**config.mk**
```make
export PLATFORM = sky130hd
export DESIGN_NAME = tdc_frame_packer
export DESIGN_NICKNAME = d
export VERILOG_FILES = /design/src/rtl/tdc_frame_packer.sv
export SDC_FILE = /design/constraint.sdc
export NUM_CORES = 1
export LEC_CHECK = 0
export ABC_AREA = 1
export BUFFER_PORTS_ARGS = -buffer_cell sky130_fd_sc_hd__buf_2
export CAP_MARGIN = 5
export CORE_ASPECT_RATIO = 1.75
export CORE_MARGIN = 2
export CORE_UTILIZATION = 62
export CTS_BUF_LIST = sky130_fd_sc_hd__clkbuf_16
export DETAILED_ROUTE_END_ITERATION = 12
export PLACE_DENSITY = 0.8
export SYNTH_ARGS = -nofsm -noshare
export SYNTH_HDL_FRONTEND = slang
export SYNTH_SLANG_ARGS = --single-unit
```
**constraint.sdc**
```tcl
create_clock -name clk -period 3.89 [get_ports clk]
set_input_delay 0.389 -clock clk [delete_from_list [all_inputs] [get_ports clk]]
set_output_delay 0.389 -clock clk [all_outputs]
set_load 0.02 [all_outputs]
```
**src/rtl/tdc_frame_packer.sv**
```systemverilog
// Packs buffered TDC event words into frames: header {A5,00,seq,cnt}, payload, optional XOR trailer.
// Latency: first frame word valid one cycle after the trigger (FRAME_LEN words buffered or timeout).
// Backpressure: s_ready = !full regardless of m_ready; output words hold while m_valid && !m_ready.
// Build option: define TDC_PACKER_CHECKSUM_EN to append a trailer word (XOR of header and payload).
module tdc_frame_packer #(
  parameter int DATA_WIDTH = 32,   // only 32 is supported (header layout is 32 bits)
  parameter int FIFO_DEPTH = 16,   // power of 2, >= 4
  parameter int FRAME_LEN  = 8,    // 1..255, <= FIFO_DEPTH
  parameter int TIMEOUT    = 255   // 2..65535
) (
  input  logic                          clk,
  input  logic                          reset,
  input  logic                          s_valid,
  output logic                          s_ready,
  input  logic [DATA_WIDTH-1:0]         s_data,
  output logic                          m_valid,
  input  logic                          m_ready,
  output logic [DATA_WIDTH-1:0]         m_data,
  output logic                          m_last,
  output logic [$clog2(FIFO_DEPTH):0]   fifo_level
);

  localparam int AW = $clog2(FIFO_DEPTH);
  localparam int LW = AW + 1;

`ifdef TDC_PACKER_CHECKSUM_EN
  typedef enum logic [1:0] {
    IDLE    = 2'd0,
    HEADER  = 2'd1,
    PAYLOAD = 2'd2,
    TRAILER = 2'd3
  } state_t;
`else
  typedef enum logic [1:0] {
    IDLE    = 2'd0,
    HEADER  = 2'd1,
    PAYLOAD = 2'd2
  } state_t;
`endif

  state_t state_q;
  state_t state_d;

  // Event buffer (first-word-fall-through: head is read combinationally)
  logic [DATA_WIDTH-1:0] mem [FIFO_DEPTH];
  logic [AW-1:0]         wr_ptr;
  logic [AW-1:0]         rd_ptr;
  logic [LW-1:0]         level;
  logic                  full;
  logic                  empty;
  logic                  push;
  logic                  pop;
  logic [DATA_WIDTH-1:0] head;

  // Framing state
  logic [15:0]           tcnt;
  logic [7:0]            frame_cnt;
  logic [7:0]            rem;
  logic [7:0]            seq;
  logic                  trigger;
  logic                  hdr_xfer;
  logic                  frame_done;
  logic [LW-1:0]         take;
  logic [DATA_WIDTH-1:0] hdr_word;
`ifdef TDC_PACKER_CHECKSUM_EN
  logic [DATA_WIDTH-1:0] csum;
`endif

  assign full       = (level == LW'(FIFO_DEPTH));
  assign empty      = (level == '0);
  // Held low during reset so nothing is accepted on the reset edge.
  assign s_ready    = !reset && !full;
  assign push       = s_valid && s_ready;
  assign head       = mem[rd_ptr];
  assign fifo_level = level;
  assign hdr_word   = {8'hA5, 8'h00, seq, frame_cnt};

  // A frame starts once a full frame is buffered, or a partial one has waited long enough.
  assign trigger = (state_q == IDLE) &&
                   ((level >= LW'(FRAME_LEN)) ||
                    ((tcnt == 16'(TIMEOUT - 1)) && !empty));

  // Frame size is fixed at trigger time; later arrivals belong to the next frame.
  assign take = (level >= LW'(FRAME_LEN)) ? LW'(FRAME_LEN) : level;

  // Buffer storage write (no reset needed: contents qualified by level)
  always_ff @(posedge clk) begin
    if (push) begin
      mem[wr_ptr] <= s_data;
    end
  end

  // Buffer pointers and occupancy; simultaneous push and pop leave level unchanged
  always_ff @(posedge clk) begin
    if (reset) begin
      wr_ptr <= '0;
      rd_ptr <= '0;
      level  <= '0;
    end else begin
      if (push) begin
        wr_ptr <= wr_ptr + 1'b1;
      end
      if (pop) begin
        rd_ptr <= rd_ptr + 1'b1;
      end
      case ({push, pop})
        2'b10:   level <= level + 1'b1;
        2'b01:   level <= level - 1'b1;
        default: level <= level;
      endcase
    end
  end

  // Timeout counter: runs only while idling with buffered words
  always_ff @(posedge clk) begin
    if (reset) begin
      tcnt <= '0;
    end else if ((state_q != IDLE) || trigger || empty) begin
      tcnt <= '0;
    end else begin
      tcnt <= tcnt + 16'd1;
    end
  end

  // FSM state register
  always_ff @(posedge clk) begin
    if (reset) begin
      state_q <= IDLE;
    end else begin
      state_q <= state_d;
    end
  end

  // FSM next state and output word selection
  always_comb begin
    state_d    = state_q;
    m_valid    = 1'b0;
    m_data     = '0;
    m_last     = 1'b0;
    pop        = 1'b0;
    hdr_xfer   = 1'b0;
    frame_done = 1'b0;
    case (state_q)
      IDLE: begin
        if (trigger) begin
          state_d = HEADER;
        end
      end
      HEADER: begin
        m_valid  = 1'b1;
        m_data   = hdr_word;
        hdr_xfer = m_ready;
        if (m_ready) begin
          state_d = PAYLOAD;
        end
      end
      PAYLOAD: begin
        // The buffer always holds at least rem words here; empty gating is a safety net.
        m_valid = !empty;
        m_data  = head;
        pop     = m_ready && !empty;
`ifdef TDC_PACKER_CHECKSUM_EN
        if (pop && (rem == 8'd1)) begin
          state_d = TRAILER;
        end
`else
        m_last = (rem == 8'd1);
        if (pop && (rem == 8'd1)) begin
          state_d    = IDLE;
          frame_done = 1'b1;
        end
`endif
      end
`ifdef TDC_PACKER_CHECKSUM_EN
      TRAILER: begin
        m_valid = 1'b1;
        m_data  = csum;
        m_last  = 1'b1;
        if (m_ready) begin
          state_d    = IDLE;
          frame_done = 1'b1;
        end
      end
`endif
      default: begin
        state_d = IDLE;
      end
    endcase
  end

  // Frame bookkeeping: latched count, remaining payload words, sequence number
  always_ff @(posedge clk) begin
    if (reset) begin
      frame_cnt <= '0;
      rem       <= '0;
      seq       <= '0;
    end else begin
      if (trigger) begin
        frame_cnt <= 8'(take);
      end
      if (hdr_xfer) begin
        rem <= frame_cnt;
      end else if (pop) begin
        rem <= rem - 8'd1;
      end
      if (frame_done) begin
        seq <= seq + 8'd1;
      end
    end
  end

`ifdef TDC_PACKER_CHECKSUM_EN
  // Running XOR over header and payload words for the trailer
  always_ff @(posedge clk) begin
    if (reset) begin
      csum <= '0;
    end else if (hdr_xfer) begin
      csum <= hdr_word;
    end else if (pop) begin
      csum <= csum ^ head;
    end
  end
`endif

endmodule
```
* After elaboration in Yosys (flattened, before gate mapping)
Memories as Yosys holds them, arrays and structs flattened. A register that Yosys moved wholly into a read port is not among the register bits.
Cells that the tools add are included.
** Cells by class
- Mux-type cells :: 19
- Equality and inequality tests :: 10
- Reductions and logical operators :: 19
- Add/subtract/negate cells :: 7
- Order comparisons :: 1
** Operators with widths (count)
- 32-bit case mux with 2 select lines :: 1
- 16-bit by 1-bit adder with 16-bit output (second input constant) :: 1
- 16-bit by 8-bit == test with 1-bit output (second input constant) :: 1
- 8-bit 2-to-1 mux :: 2
- 5-bit case mux with 2 select lines :: 1
- 4-bit by 1-bit adder with 4-bit output (second input constant) :: 2
- 8-bit by 1-bit adder with 8-bit output (second input constant) :: 1
- 8-bit by 1-bit == test with 1-bit output (second input constant) :: 1
- 4-bit 2-to-1 mux :: 2
- 8-bit by 1-bit subtractor with 8-bit output (second input constant) :: 1
- 1-bit 2-to-1 mux :: 7
- 1-bit logical AND :: 6
- 2-bit 2-to-1 mux :: 3
- 2-bit inequality test (second input constant) :: 3
- 2-bit case mux with 3 select lines :: 1
- 2-bit nonzero test :: 3
- 5-bit by 1-bit adder with 5-bit output (second input constant) :: 1
- 5-bit == test (second input constant) :: 1
- 5-bit by 4-bit greater-or-equal comparator with 1-bit output (second input constant) :: 1
- 5-bit zero test :: 1
- 5-bit 2-to-1 mux :: 1
- 5-bit by 1-bit subtractor with 5-bit output (second input constant) :: 1
- 2-bit by 1-bit == test with 1-bit output (second input constant) :: 2
- 2-bit == test (second input constant) :: 2
- 6 further kinds :: 10
** Word-level totals
- Bits in writable memories :: 512
- Word-level logic and storage cells :: 65
- Output and inout bits :: 40
- Memories :: 1
- Register bits :: 52
** Memory list
- mem :: depth 16, width 32, rd ports 1, clocked after memory_dff 1, write ports 1, line 45 : logic [DATA_WIDTH-1:0] mem [FIFO_DEPTH];

* Depth between registers and ports, before layout
- Word-level depth :: 8
- Mapped depth :: 15
- Mapped depth without buffers :: 15

* Least setup slack after synthesis
No wires, ideal clock.
- Kind :: register to register
- Start point :: register level[2] (netlist: fifo_level[2])
- End point :: memory mem[11][0], enable pin
- Stages on the path, launching flop included :: 9
- Setup slack :: 725 ps
- Required time :: 3469 ps
- Data arrival time :: 2744 ps
- Period minus slack after synthesis :: 3165 ps
- Library setup time :: 421 ps
- Path through :: dfxtp_1 -> nor2_4 -> nand3_1 -> nand2_1 -> inv_1 -> nand2_1 -> inv_1 -> nand3_1 -> nor2_1
** On the way
- Longest elaborated chain between the ends :: 6
** RTL lines
- start: declaration :: line 48 : logic [LW-1:0] level;
- start signal: assignment :: line 107 : 2'b10: level <= level + 1'b1;
- start signal: assignment :: line 108 : 2'b01: level <= level - 1'b1;
- start signal: assignment :: line 109 : default: level <= level;
- 5-bit == test :: line 69 : assign full = (level == LW'(FIFO_DEPTH));
- 1-bit zero test :: line 72 : assign s_ready = !reset && !full;
- 1-bit logical AND :: line 72
- named net s_ready :: line 14 : output logic s_ready,
- 1-bit logical AND :: line 73 : assign push = s_valid && s_ready;
- 1-bit 2-to-1 mux :: line 88 : if (push) begin
- 1-bit 2-to-1 mux (not written as such) :: line 89 : mem[wr_ptr] <= s_data;
- end: declaration :: line 45
The timed path passes the listed nets, and every way through them passes these cells.

==> flow_summary.ini <==
[worst_setup_path]
cp.required_ns = 3.50
critPathCaptureType = output port
critical_path_arrival_ns = 3.22
crit_buf_inv = 2
reg2regPathDepth = 9
path_max_fanout = 139
crit_family = flip-flops
worstPathCellList = buf_12 > nor2_1 > nor2_1 > o21ai_0 > o211ai_1 > nand3_1 > nand2_1 > nand2_1 > o21ai_1 > buf_2
crit_path_start_kind = register
slowest_stage = dfxtp_4
cp.depth = 10
path_class = register to output port
max_stage_delay_ns = 0.72

[global_route]
grt_max_degree = 178
grt_pass1_wl_mm = 85.0
antenna_found_initial = 2
track_usage_pct = 28.7
overflow = 0
grt_pass1_vias = 15594

[logic_synthesis]
synth_edf_count = 512
synth.most_common_cell = edfxtp_1
synth_area_sq_um = 23200
synthFlopType = edfxtp_1
ys_async_sr_fraction_pct = 0
synth_nets = 1997
synth.largest_area_cell = edfxtp_1
yosysUniqueCellTypes = 36
syn_avg_cell_area_sq_um = 12.0
netlist.area_leader.share_pct = 66.2
ys_top_cells_by_count = edfxtp_1, nor2_1, o21ai_0
ys.warnings.count = 0
yosysSeqAreaShare_pct = 71.0
ys_top_cells_by_area = edfxtp_1, nor2_1, o21ai_0, dfxtp_1, o211ai_1
ys_ff_latch = 568
synthCells = 1943

[timing]
fin_worst_skew_ns = 0.0121
tightestPinTransition_ns = 1.25
finalHoldViolations = 0
fmax_mhz = 277
finalSetupViolations = 0
layout_min_cycle_time_ns = 3.61
period_share_pct = 92.9
slew_viol_final = 0
slew_headroom_pct = 16.9
setup_ws_ns = 0.277
rsz0062_at_grt = false
setup_tns_ns = 0

[power]
p_leak_nw = 8.62
ir_worst_vdd_mv = 0.432
power.density_nw_per_um2 = 450

[place]
gp_congestion = 0.866
dp_hpwl_mm = 31.4
numPortBuffers = 75
post-place-ws_ns = 1.03
dp.cells = 2413

[clock_network]
ctsHoldBuffers = 0
h-tree-depth = 2
cts_root_buf = clkbuf_16
cts_sinks = 568
cts-buffers-inserted = 46
clk_pin_slew_ns = 0.07
cts_resized = 0
cts_tree = done
cts_buffer_depth = 3
postCtsSetupRepairBufs = 0
clk_latency_ns = 0.57

[route]
drc = 0
wl_mm = 55.4
final_antenna_net_count = 0
vias_per_cell = 6.30
wl_per_cell_microns = 22.2
drtPass1Iterations = 5
vias = 15725
drt_iter0_drc = 2179

[floorplanning]
row_count = 93
core_area_sq_um = 36900
start_util_pct = 63.0
dieArea_sq_um = 39100
pin_count = 76
dieWidth_microns = 150
die_h_microns = 260

[layout]
areaGrowthSynthToFinish_pct = 10.0
post_route_cells_drive_above_1_share_pct = 10.8
fin_cells = 2497
fillers = 2385
fin_nets = 2040

[min_path]
hold_class = input port to register
hold_depth = 2

[run_status]
status = completed

[job]
maxCapViolCount = 0
sequential cells by signal, indices dropped and copies added (netlist names), named ones only:
name and cells:
rd_ptr 4, seq 8, fifo_level 5, rem 8, state_q 2, frame_cnt 5
tcnt 16, mem 512, wr_ptr 4
cell usage in the layout, fill, tap and decap left out, drive strengths merged:
master	instances
o21bai	1
o211ai	113
o221ai	15
clkinv	24
diode	2
o21ai	291
ha	18
bufinv	2
nor3	14
edfxtp	512
a211oi	1
nand4	6
nor2	444
or2	2
dfxtp	56
a21oi	45
clkinvlp	2
inv	72
nand3	95
clkbuf	47
xnor2	1
nand2	126
o22ai	4
a31oi	4
and3	2
nand3b	1
buf	110
xor2	12
cell type report:
class	count	area, sq um	share of cell area [%]
antenna	2	5.00	0.0196
clock buffer	47	1180	4.60
clock inverter	35	241	0.945
inverter	65	249	0.974
multi-input combinational	1195	6020	23.6
sequential	568	16500	64.6
tap	475	594	2.33
timing repair buffer	110	763	2.99
final timing paths:
path	start	slack, ns	endpoint
setup / recovery	register	0.28	m_data[0]
hold / removal	reset	0.17	fifo_level[0]$_SDFFE_PP0P_
setup reg to reg	fifo_level[2]$_SDFFE_PP0P_	1.05	mem[14][4]$_DFFE_PP_
hold reg to reg	state_q[1]$_SDFFE_PP0P_	0.49	state_q[1]$_SDFFE_PP0P_
kinds of logic after synthesis:
family                     after synthesis  synth area share [%]
buffers and inverters                  180                  3.56
DFF                                    568                  71.0
xor gates and xnor gates                13                 0.490
and+or+nand+nor                        690                  12.2
adders and majority gates               18                 0.970
AOI/OAI and AO/OA                      474                  11.8
power breakdown:
group	switching [mW]	internal (mW)
sequential	0.0271	6.68
combinational	0.259	0.0888
clock	2.09	2.34
through the flow:
step	hold slack (ns)	cell area, sq um	power [mW]	util [%]
CTS	0.166	25600	11.5	69.3
detailed placement	0.469	24100	7.19	65.4
floorplan	0.432	23200	7.03	-
finish	0.173	25600	11.5	69.3
global placement	0.461	24100	7.17	65.4
global route	0.190	25600	11.8	69.3
routing by layer:
layer	routed length, microns	GRT usage [%]
met3	4300	3.84
met2	28900	50.0
met1	20000	35.5
met5	0	0
met4	2180	12.9
Power figures use the tool's default switching activity.
